[src/rtl/seg_scan_controller.sv]
// seg_scan_controller
// Time-multiplexing scan controller for a 4-digit common-anode 7-segment display.
// It holds a 16-bit display word and presents one nibble at a time to an external
// hex-to-segment decoder. It registers the decoder result and drives the anodes.
// A blanking gap at the start of every digit slot prevents ghosting. New words
// arrive over valid/ready and are committed only at frame boundaries.
//
// Optional feature: define SEG_LEADING_ZERO_BLANK_EN to suppress leading-zero
// digits. Digit0 is always shown.
//
// Ports:
//   clk         system clock
//   reset       synchronous, active-high reset
//   enable      1 = scan running, 0 = display dark and scan held at digit0
//   load_valid  new display word offered
//   load_ready  controller can accept a word (no word pending)
//   load_data   display word, digit3..digit0 = [15:12]..[3:0]
//   dec_nibble  nibble presented to the decoder (combinational from registers)
//   dec_seg     decoder result, active-low, bit6 = a ... bit0 = g
//   seg_out     segment drive, active-low, abcdefg
//   an_out      anode drive, active-low, bit i = digit i
//   frame_tick  one-cycle pulse when the scan wraps from digit3 to digit0
module seg_scan_controller #(
    parameter int unsigned SCAN_DIV  = 100000,
    parameter int unsigned BLANK_CYC = 16
) (
    input  logic        clk,
    input  logic        reset,
    input  logic        enable,
    input  logic        load_valid,
    output logic        load_ready,
    input  logic [15:0] load_data,
    output logic [3:0]  dec_nibble,
    input  logic [6:0]  dec_seg,
    output logic [6:0]  seg_out,
    output logic [3:0]  an_out,
    output logic        frame_tick
);

    localparam int unsigned CNT_W = (SCAN_DIV > 1) ? $clog2(SCAN_DIV) : 1;
    localparam logic [CNT_W-1:0] CNT_MAX   = CNT_W'(SCAN_DIV - 1);
    localparam logic [CNT_W-1:0] BLANK_END = CNT_W'(BLANK_CYC);

    typedef enum logic {
        ST_BLANK = 1'b0,
        ST_SHOW  = 1'b1
    } state_t;

    state_t           state, state_next;
    logic [CNT_W-1:0] cnt, cnt_next;
    logic [1:0]       idx, idx_next;
    logic [15:0]      disp, disp_next;
    logic [15:0]      shadow, shadow_next;
    logic             pending, pending_next;
    logic [6:0]       seg_next;
    logic [3:0]       an_next;
    logic             tick_next;
    logic             slot_end;
    logic             wrap;
    logic             xfer;
    logic             lead_zero;

    // Current digit's nibble goes straight to the external decoder.
    assign dec_nibble = disp[{idx, 2'b00} +: 4];

    assign slot_end = (cnt == CNT_MAX);
    assign wrap     = enable && slot_end && (idx == 2'd3);
    assign xfer     = load_valid && !pending;

    // Digit idx is a leading zero when it and every higher nibble are zero.
    always_comb begin
        lead_zero = 1'b0;
        unique case (idx)
            2'd3:    lead_zero = (disp[15:12] == 4'h0);
            2'd2:    lead_zero = (disp[15:8] == 8'h00);
            2'd1:    lead_zero = (disp[15:4] == 12'h000);
            default: lead_zero = 1'b0;
        endcase
    end

    // Next-state, handshake, commit and output decode.
    always_comb begin
        state_next   = state;
        cnt_next     = cnt;
        idx_next     = idx;
        disp_next    = disp;
        shadow_next  = shadow;
        pending_next = pending;
        seg_next     = 7'b1111111;
        an_next      = 4'b1111;
        tick_next    = wrap;

        // Slot counter and digit index; held at digit0/cnt0 while disabled.
        if (!enable) begin
            cnt_next = '0;
            idx_next = 2'd0;
        end else if (slot_end) begin
            cnt_next = '0;
            idx_next = idx + 2'd1;
        end else begin
            cnt_next = cnt + CNT_W'(1);
        end

        if (xfer) begin
            shadow_next  = load_data;
            pending_next = 1'b1;
        end

        // Commit at a frame wrap, or immediately while the display is dark.
        // A word arriving while disabled is shown at once; pending drops a cycle later.
        if (pending && (wrap || !enable)) begin
            disp_next    = shadow;
            pending_next = 1'b0;
        end else if (xfer && !enable) begin
            disp_next = load_data;
        end

        // State tracks the phase of cnt_next so the outputs land in step with it.
        unique case (state)
            ST_BLANK: if (enable && (cnt_next >= BLANK_END)) state_next = ST_SHOW;
            ST_SHOW:  if (!enable || (cnt_next == '0)) state_next = ST_BLANK;
            default:  state_next = ST_BLANK;
        endcase

        if (state_next == ST_SHOW) begin
            an_next  = ~(4'b0001 << idx);
            seg_next = dec_seg;
`ifdef SEG_LEADING_ZERO_BLANK_EN
            if (lead_zero) begin
                an_next  = 4'b1111;
                seg_next = 7'b1111111;
            end
`endif
        end
    end

    // Status registers and registered outputs.
    always_ff @(posedge clk) begin
        if (reset) begin
            state      <= ST_BLANK;
            cnt        <= '0;
            idx        <= 2'd0;
            disp       <= 16'h0000;
            shadow     <= 16'h0000;
            pending    <= 1'b0;
            load_ready <= 1'b1;
            seg_out    <= 7'b1111111;
            an_out     <= 4'b1111;
            frame_tick <= 1'b0;
        end else begin
            state      <= state_next;
            cnt        <= cnt_next;
            idx        <= idx_next;
            disp       <= disp_next;
            shadow     <= shadow_next;
            pending    <= pending_next;
            load_ready <= !pending_next;
            seg_out    <= seg_next;
            an_out     <= an_next;
            frame_tick <= tick_next;
        end
    end

    // Only consumed when the leading-zero option is built in.
    logic unused_ok;
    assign unused_ok = lead_zero;

endmodule

[config.mk]
export PLATFORM = sky130hd
export DESIGN_NAME = seg_scan_controller
export DESIGN_NICKNAME = d
export VERILOG_FILES = /design/src/rtl/seg_scan_controller.sv
export SDC_FILE = /design/constraint.sdc
export NUM_CORES = 1
export LEC_CHECK = 0
export BUFFER_PORTS_ARGS = -buffer_cell sky130_fd_sc_hd__buf_2
export CAP_MARGIN = 25
export CORE_MARGIN = 10
export CORE_UTILIZATION = 55
export CTS_BUF_LIST = sky130_fd_sc_hd__clkbuf_4 sky130_fd_sc_hd__clkbuf_8
export CTS_CLUSTER_SIZE = 30
export DETAILED_ROUTE_END_ITERATION = 10
export PLACE_DENSITY = 0.87
export REMOVE_ABC_BUFFERS = 1
export SLEW_MARGIN = 40
export SYNTH_ARGS = -nofsm -noshare
export SYNTH_HDL_FRONTEND = slang
export SYNTH_SLANG_ARGS = --single-unit
[constraint.sdc]
create_clock -name clk -period 3.1 [get_ports clk]
set_input_delay 0.155 -clock clk [delete_from_list [all_inputs] [get_ports clk]]
set_output_delay 0.155 -clock clk [all_outputs]
set_load 0.05 [all_outputs]
==> metrics <==
Clk Latency, worst-skew pair 340 ps; IO Port Bufs 43; Setup crit end kind flip-flop; nets 407; Area Overhead vs Synth 14.1%; CP Data Arrival Time 2810 ps; fmax 0.382 GHz; detailed-route DRC error count 0; worst setup path class reg2reg; FF+latch count, synth 66; largest cells by area after synthesis dfxtp_1, mux2i_1, nor2_1; HP Class in2reg; Bufs and invs on worst path 0; Reg clk slew, reported paths 60 ps; CTS Buf Count 9; delay-heaviest family, CP simple AND/OR/NAND/NOR gates; vias in the first global route 2406; Yosys top cell by area dfxtp_1; Syn Inst Count 333; CTS tree yes; Yosys top cell area share 44.6%; Final Non-Filler Cells 447; crit share post-route 84.4%; first drt pass iteration count 4; WL/cell 14.5 um; Post-synth top cells dfxtp_1, nor2_1, nand2_1; worst endpoint required time 3290 ps; Setup violations, final 0; CP Max Fanout 33; HPWL after detailed placement 4560 um; CTS sink count 66; Core Area 5170 um2; I/O pin count 44; Die H 93.4 um; measured slew at the worst slew-check pin 674 ps; Post-synth EDFFs 0; pre-CTS setup slack 529 ps; ANT cells 0; Cell Pwr Density 480 nW/um2; Lkg Pwr 1.38 nW; yosys warns 0; Synth async-reset ratio 0%; clock buffer depth 2; setup repair after global routing missed its margin false; Post-CTS Setup Bufs 0; VDD IR-drop max 0.347 mV; layout cell share with drive strength beyond 1 19.9%; CP max stage cell or4_1; Final Skew 5.47 ps; register area share after synthesis 44.6%; post-route ant nets 0; final-layout fill cell count 410; Starting Density 57.3%; most common cell in the synthesized netlist dfxtp_1; post-synthesis cell type count 41; routed wire length 6480 um; row cnt 26; Die Wd 93.4 um; CTS Root Cell clkbuf_8; Placed Instances 428; DR iter-0 viols 97; Final Max Slew Viols 0; status complete, no violations; Setup TNS 0 ps; die area 8730 um2; startpoint types flip-flop; GPL Wtd Cong 0.911; Slew HR 55.1%; initial antenna violation count 0; critical-path cell list ha_1, and4_1, nand2_1, or4_1, a21bo_2, nor2_1, a211oi_1; min Tclk post-route 2620 ps; final hold viol count 0; setup slack after layout 485 ps; Overflow after GRT 0; largest stage delay on the critical path 510 ps; Most used DFF post-synth dfxtp_1; via count 2389; # H-tree levels 3; Mean Syn Cell Area 8.90 um2; Vias/cell 5.34; # resized after CTS 0; Mapped Area 2960 um2; largest net degree at the start of global routing 34; Max Cap Violations 0; first-pass GRT wire length 10600 um; Total GRT Usage 15.0%
==> cells in the final DEF (no fill, tap or decap), types with 4 or more instances in the layout <==
| cell | n |
|---|---|
| ha_1 | 5 |
| clkbuf_8 | 9 |
| nand2_1 | 50 |
| mux4_2 | 4 |
| buf_2 | 43 |
| xor2_1 | 7 |
| a21oi_1 | 17 |
| a211oi_1 | 17 |
| mux2i_1 | 20 |
| xnor2_1 | 12 |
| and2_1 | 4 |
| buf_4 | 6 |
| dfxtp_1 | 66 |
| nor3_1 | 6 |
| inv_1 | 6 |
| nor2_1 | 51 |
| dlygate4sd3_1 | 6 |
| nand3_1 | 8 |
==> registers in the layout (all words and copies together), names as in the netlist <==
name        count
idx             2
frame_tick      1
seg_out         7
shadow         16
state           1
load_ready      1
disp           16
pending         1
an_out          4
cnt            17
==> final timing paths <==
path / cells past startpoint / slack, ps / start / to
min: 3 / 20 / dec_seg[1] / seg_out[1]
max reg2reg: 7 / 480 / cnt[0] / disp[0]
max: 7 / 480 / cnt[0] / disp[0]
min reg2reg: 2 / 460 / shadow[1] / shadow[1]
==> metrics by stage <==
stage / utilization, % / total power, mW / cell area [um2] / hold WS, ps
2_1_floorplan: - / 1.01 / 2830 / 224
3_3_place_gp: 61.4 / 1.06 / 3170 / 346
3_5_place_dp: 61.4 / 1.07 / 3180 / 346
4_1_cts: 65.4 / 1.64 / 3380 / 2.40
5_1_grt: 65.4 / 1.70 / 3380 / 20.2
6_report: 65.4 / 1.62 / 3380 / 18.5
==> kinds of logic after synthesis <==
| group | after synthesis | synth area share (%) |
|---|---|---|
| and+or+nand+nor | 146 | 23.2 |
| DFF | 66 | 44.6 |
| AOI/OAI and AO/OA | 43 | 9.33 |
| buffers and inverters | 30 | 5.40 |
| muxes | 24 | 9.79 |
| xor gates and xnor gates | 19 | 5.61 |
| adders and majority gates | 5 | 2.11 |
==> per-layer routing <==
layer  share of wire (%)  track usage [%]
met1                  41             15.9
met5                   0                0
met3                 7.2             6.87
met4                 2.0             6.56
met2                  50             25.1
==> area by class of cell <==
type	instances	area (um2)	area share [%]
multi-input combinational	237	1490	43.9
sequential	66	1320	39.1
timing repair buffer	55	320	9.47
clock buffer	9	124	3.66
tap	70	87.6	2.59
clock inverter	4	22.5	0.666
inverter	6	22.5	0.666
==> where the power goes <==
part           internal, mW  switching (mW)
logic                0.0643          0.0902
clock network         0.271           0.298
registers             0.881          0.0180
total                  1.22           0.406
==> worst reg2reg max path, stage by stage, from the launching register on <==
cell      delay [ps]
dfxtp_1          420
ha_1             320
and4_1           380
nand2_1          100
or4_1            510
a21bo_2          450
nor2_1           220
a211oi_1          70
==> repair_timing <==
item                       CTS  global route
setup endpoints to repair    0             0
hold buffers                 6             0
hold endpoints to repair     6             0
No activity file was read; power rests on OpenSTA's default activity.
